--- src/rtl/regfile_mp.sv ---
// regfile_mp: multi-read-port register file with 1-cycle registered reads, write-first bypass, per-register pending scoreboard and a one-register-per-cycle clear sweep
module regfile_mp #(
  parameter int WIDTH    = 32,
  parameter int NREG     = 32,
  parameter int AW       = 5,
  parameter int NRD      = 2,
  parameter int ZERO_REG = 1
) (
  input  logic                 clk,
  input  logic                 rst,
  input  logic [NRD*AW-1:0]    rd_addr,
  output logic [NRD*WIDTH-1:0] rd_data,
  output logic [NRD-1:0]       rd_pending,
  input  logic                 wr_en,
  input  logic [AW-1:0]        wr_addr,
  input  logic [WIDTH-1:0]     wr_data,
  input  logic                 sb_set,
  input  logic [AW-1:0]        sb_addr,
  input  logic                 clr_req,
  output logic                 busy
);
  typedef enum logic {IDLE, CLEAR} state_t;
  localparam logic [NREG-1:0] ZMASK = {{(NREG-1){1'b1}}, ZERO_REG == 0};
  state_t                 state;
  logic [AW-1:0]          cnt;
  logic [WIDTH-1:0]       regs [NREG];
  logic [NREG-1:0]        pending, pend_clr, pend_nxt;
  logic                   wr_acc, we;
  logic [AW-1:0]          wa;
  logic [WIDTH-1:0]       wd;
  logic [NRD*WIDTH-1:0]   rd_nxt;
  logic [NRD-1:0]         rp_nxt;
  assign busy   = state == CLEAR;
  assign wr_acc = wr_en && !busy && !(ZERO_REG != 0 && wr_addr == '0);
  assign we     = wr_acc || busy;
  assign wa     = busy ? cnt : wr_addr;
  assign wd     = busy ? '0 : wr_data;
  always_comb begin
    pend_clr = pending & ~(wr_acc ? NREG'(1) << wr_addr : '0);
    pend_nxt = (!busy && clr_req) ? '0 : (pend_clr | ((sb_set && !busy) ? NREG'(1) << sb_addr : '0)) & ZMASK;
    rd_nxt   = '0;
    rp_nxt   = '0;
    for (int i = 0; i < NRD; i++) begin
      rd_nxt[i*WIDTH +: WIDTH] = (ZERO_REG != 0 && rd_addr[i*AW +: AW] == '0) ? '0 :
                                 (we && wa == rd_addr[i*AW +: AW]) ? wd : regs[rd_addr[i*AW +: AW]];
      rp_nxt[i] = pend_clr[rd_addr[i*AW +: AW]];
    end
  end
  always_ff @(posedge clk) begin
    if (!rst) begin
      state      <= IDLE;
      cnt        <= '0;
      pending    <= '0;
      rd_data    <= '0;
      rd_pending <= '0;
      for (int k = 0; k < NREG; k++) regs[k] <= '0;
    end else begin
      if (we) regs[wa] <= wd;
      pending    <= pend_nxt;
      rd_data    <= rd_nxt;
      rd_pending <= rp_nxt;
      cnt        <= busy ? cnt + 1'b1 : '0;
      state      <= busy ? (cnt == AW'(NREG - 1) ? IDLE : CLEAR) : (clr_req ? CLEAR : IDLE);
    end
  end
endmodule
--- config.mk ---
export PLATFORM = sky130hd
export DESIGN_NAME = regfile_mp
export DESIGN_NICKNAME = d
export VERILOG_FILES = /design/src/rtl/regfile_mp.sv
export SDC_FILE = /design/constraint.sdc
export NUM_CORES = 2
export LEC_CHECK = 0
export ABC_AREA = 1
export BUFFER_PORTS_ARGS = -buffer_cell sky130_fd_sc_hd__buf_2
export CAP_MARGIN = 20
export CORE_MARGIN = 3
export CORE_UTILIZATION = 30
export DETAILED_ROUTE_END_ITERATION = 6
export PLACE_DENSITY_LB_ADDON = 0.12
export SETUP_SLACK_MARGIN = 0.4
export SYNTH_ARGS = -nofsm -noshare
export SYNTH_HDL_FRONTEND = slang
export SYNTH_SLANG_ARGS = --single-unit
--- constraint.sdc ---
create_clock -name clk -period 4.25 [get_ports clk]
set_input_delay 0.2125 -clock clk [delete_from_list [all_inputs] [get_ports clk]]
set_output_delay 0.2125 -clock clk [all_outputs]
set_load 0.005 [all_outputs]
---- Yosys cells after proc, flatten, opt, wreduce, memory -nomap -nowiden ----
Memory sizes are Yosys's and may differ from the RTL's. A register that Yosys moved wholly into a read port is not among the register bits.
Index checks and enable logic that the tools add are counted.
operators by class
  add/subtract/negate cells ............... 1
  order comparisons ....................... 2
  equal/unequal tests ..................... 1
  shifts and indexed selects .............. 2
  muxes and demuxes ....................... 18
  bitwise logic cells ..................... 4
  reduce and logical (&&, ||, !) cells .... 15
operators by type and width
  kind                    count
  $mux W32                4
  $shl A1 B5 Y32 const A  2
  $and A32 B32 Y32        1
  $not A32 Y32            1
  $or A32 B32 Y32         1
  $reduce_or A32 Y1       1
  $logic_not A5 Y1        3
  $lt A5 B6 Y1 const B    2
  $bmux W1 S5             2
  $mux W1                 10
  $mux W5                 2
  $reduce_or A2 Y1        3
  $add A5 B1 Y5 const B   1
  $eq A5 B5 Y1 const B    1
  $logic_and A1 B1 Y1     4
  $logic_not A1 Y1        2
  $reduce_and A2 Y1       1
  $logic_or A1 B1 Y1      1
  $not A1 Y1              1
word-level totals
  register bits ........................... 40
  bits in writable memories ............... 1,024
  input bits .............................. 57
  output and inout bits ................... 67
  logic and storage cells ................. 49
  memories kept ........................... 1
memories
  memory  depth  bits a word  read ports  clocked after Yosys merged registers in  write ports  line  RTL
  regs    32     32           2           2                                        32           26    logic [WIDTH-1:0] regs [NREG];

---- Depth between registers and ports, before layout ----
  word-level depth ........................ 9
  depth in mapped cells ................... 15
  mapped depth without buffers ............ 14

---- Least setup slack after synthesis ----
Ideal clock, no wire load.
  path kind ............................... reg-to-reg
  start point ............................. register state (netlist: busy)
  end point ............................... memory regs[24][0], enable pin
  setup time .............................. 389 ps
  arrival time ............................ 2,386 ps
  required time ........................... 3,861 ps
  slack ................................... 1,474 ps
  cell stages (with the launch flop) ...... 10
  buffers on the path ..................... 2
  period minus slack after synthesis ...... 2,776 ps
  path through ............................ dfxtp_1 buf_4 inv_2 o21ai_2 inv_1 or3_1 inv_2 nand2_2 buf_2 nand2_1
RTL lines
  element                 line  RTL
  start, declared         24    state_t state;
  start signal, assigned  63    state <= busy ? (cnt == AW'(NREG - 1) ? IDLE : CLEAR) : (clr_req ? CLEAR : IDLE);
  end, declared           26

==> impl_metrics.yaml <==
final_layout:
  drive_above_1_share: 0.0926
  fin_nets: 6665
  syn_to_final_growth_pct: 14.7
  fin_area_mm2: 0.0666
timing:
  max_freq_mhz: 305
  period_minus_slack_ps: 3280
  tns_ps: 0
  finalClockSkew_ps: 28.5
  maxSlewViolCount: 0
  rsz0062_at_grt: "no"
  slew_headroom: 0.247
  setup_viol: 0
  timing_worst_slew_pin_value_ps: 1130
  post-route-period-util: 0.772
  hold_viol: 0
  worst_slack_ps: 971
yosys:
  yosysUniqueCellTypes: 40
  synth-edff-count: 1024
  ys_warn_count: 0
  synth.most_common_cell: "nor2_1"
  synth_seq_area_share: 0.565
  synth_top_area_frac: 0.529
  synth_area_leaders: "edfxtp_1 53%, nor2_1 9.7%, nand2_1 6.0%"
  synth_ff_type: "edfxtp_1"
  synth_area_leader_cell: "edfxtp_1"
  synth_seq_cells: 1127
  avgSynthCellArea_um2: 8.68
  synth_common_cells: "1505 x nor2_1, 1024 x edfxtp_1, 935 x nand2_1"
  syn_area_mm2: 0.0581
  synthArstFlopShare: 0
  syn-instance-count: 6693
detailed_routing:
  drc: 0
  wl_met1_um: 117000
  drt_iter0_drc: 7305
  met2WireLength_um: 129000
  vias: 53000
  top_layer: "met5"
  wire_per_inst_um: 30.7
  via_per_inst: 5.74
  dr.pass1.iters: 6
  ant_nets: 0
  wl_met3_um: 24700
  wirelength_um: 283000
global_routing:
  grt_use_total: 0.277
  grt_pass1_vias: 50000
  grt_overflow: 0
  grt_max_degree: 147
  grt_antenna_before_repair: 8
  grt_first_pass_wirelength_um: 393000
floorplanning:
  die_h_um: 446
  core_area_mm2: 0.191
  die_area_mm2: 0.199
  rows: 160
  die_w_um: 446
  initial_core_util: 0.303
  io_pins: 124
worst_setup_path:
  crit_chain: "inv_2 > o21ai_2 > inv_1 > or3_1 > inv_2 > nand2_2 > nand2_2 > buf_4"
  required_ps: 4720
  startpoint_type: "flop"
  critPathArrivalTime_ps: 3750
  cp_max_fo: 25
  critical_path_buf_inv_count: 4
  path_class: "reg2reg"
  max_stage_delay_ps: 590
  endpoint_kind: "flop"
  crit_family: "buffers and inverters"
  worst_path_max_delay_cell: "dfxtp_1"
power:
  irDropWorstVdd_v: 0.000301
  leakage_uw: 0.0246
  p_clk_frac: 0.415
  p_sw_uw: 8220
  p_int_uw: 20200
  powerDensity_mw_per_mm2: 427
  p_seq_frac: 0.451
  p_comb_frac: 0.134
  swShare: 0.289
cts:
  cts.sinks: 1127
  clkLatencyLatePin_ps: 810
  cts_root_buffer: "clkbuf_16"
  cts_buffer_depth: 3
  post_cts_buffers: 0
  clk_transition_reported_paths_ps: 60
  htreeDepth: 4
  cts_tree: "done"
  numCtsBuffers: 137
flow_run:
  maxCapViolations: 0
placement:
  dp_hpwl_um: 161000
  place.gp.congestion: 0.876
  place_ws_ps: 1000
  io_buffers: 123
  dpl_cell_area_mm2: 0.0619
outcome:
  outcome: "finished, final reports clean"
min_path:
  hp-class: "in2reg"
==> what timing repair did <==
item                                    CTS  global route
hold endpoints to repair                 40             0
gates resized for setup                   0             0
endpoints found under the setup margin    0             0
hold buffers                             28             0
==> worst paths after layout <==
path                            cells past startpoint  slack, ps            to        start
worst min-delay path                                4         30  regs[19][11]  wr_data[11]
worst min register to register                      2        490   pending[13]  pending[13]
worst max-delay path                                8        970   regs[4][21]         busy
worst max register to register                      8        970   regs[4][21]         busy
==> routing by layer <==
metal,vias to the layer above,global-route usage
li1,23000,-
met1,26500,0.376
met2,2996,0.440
met3,571,0.0458
met4,2,0.115
met5,-,0
==> registers in the layout, summed over array words and instances (netlist names) <==
signal and count:
regs 1024, pending 31, cnt 5, rd_pending 2, rd_data 64, busy 1
==> cell type report <==
class | instances | area, um^2
clock buffer | 183 | 3810
inverter | 316 | 1220
multi-input combinational | 4667 | 21900
fill | 19500 | 125000
sequential | 1127 | 32800
clock inverter | 66 | 571
timing repair buffer | 357 | 3150
tap | 2511 | 3140
antenna | 1 | 2.50
==> cell families (layout without fill, tap and decap cells) <==
kind of cell,Yosys count,count (layout),synth area share
XOR/XNOR,11,11,0.00166
AO/OA/AOI/OAI,1505,1505,0.152
other,1,33,0.0000646
buffers and inverters,930,922,0.0633
AND/OR/NAND/NOR,3117,3117,0.218
flip-flops,1127,1127,0.565
adder cells (fa/ha/maj),2,2,0.000431
==> through the flow <==
step	total power (uW)	instances	hold WS, ps	util
floorplan	14900	6724	354	-
global placement	16700	8948	472	0.323
detailed placement	16700	8949	472	0.323
CTS	28500	9226	28.2	0.348
global route	29200	9228	38.1	0.348
finish	28400	9228	31.9	0.348
==> worst reg2reg max path: cells and delay by family, from the launching register on <==
kind            cells  cell delay (ps)
compound gates      1              480
buf+inv             4             1020
flops               1              590
simple gates        3              870
==> cell usage in the layout (no fill, tap or decap), types with 23 or more instances in the layout <==
cell / instances
clkbuf_1: 32
nand2_1: 877
buf_4: 158
clkbuf_16: 143
nand3_1: 580
buf_2: 115
o221ai_1: 28
buf_12: 49
nor2_1: 1501
clkinv_1: 28
nand4_1: 45
dfxtp_1: 103
o211ai_1: 310
edfxtp_1: 1024
nand2_2: 65
inv_1: 296
o2111ai_1: 23
o21ai_0: 511
a22oi_1: 94
clkinv_2: 24
a21oi_1: 515
nor3_1: 26
dlygate4sd3_1: 28
conb_1: 32
==> power by group through the flow <==
stage	clock [uW]	combinational [uW]	sequential, uW
finish	11800	3810	12800
CTS	12000	3730	12800
detailed placement	0	3700	13000
global route	12400	3990	12900
global placement	0	3690	13000
floorplan	0	1920	12900
Note: power is estimated with default switching activity, not from simulation.
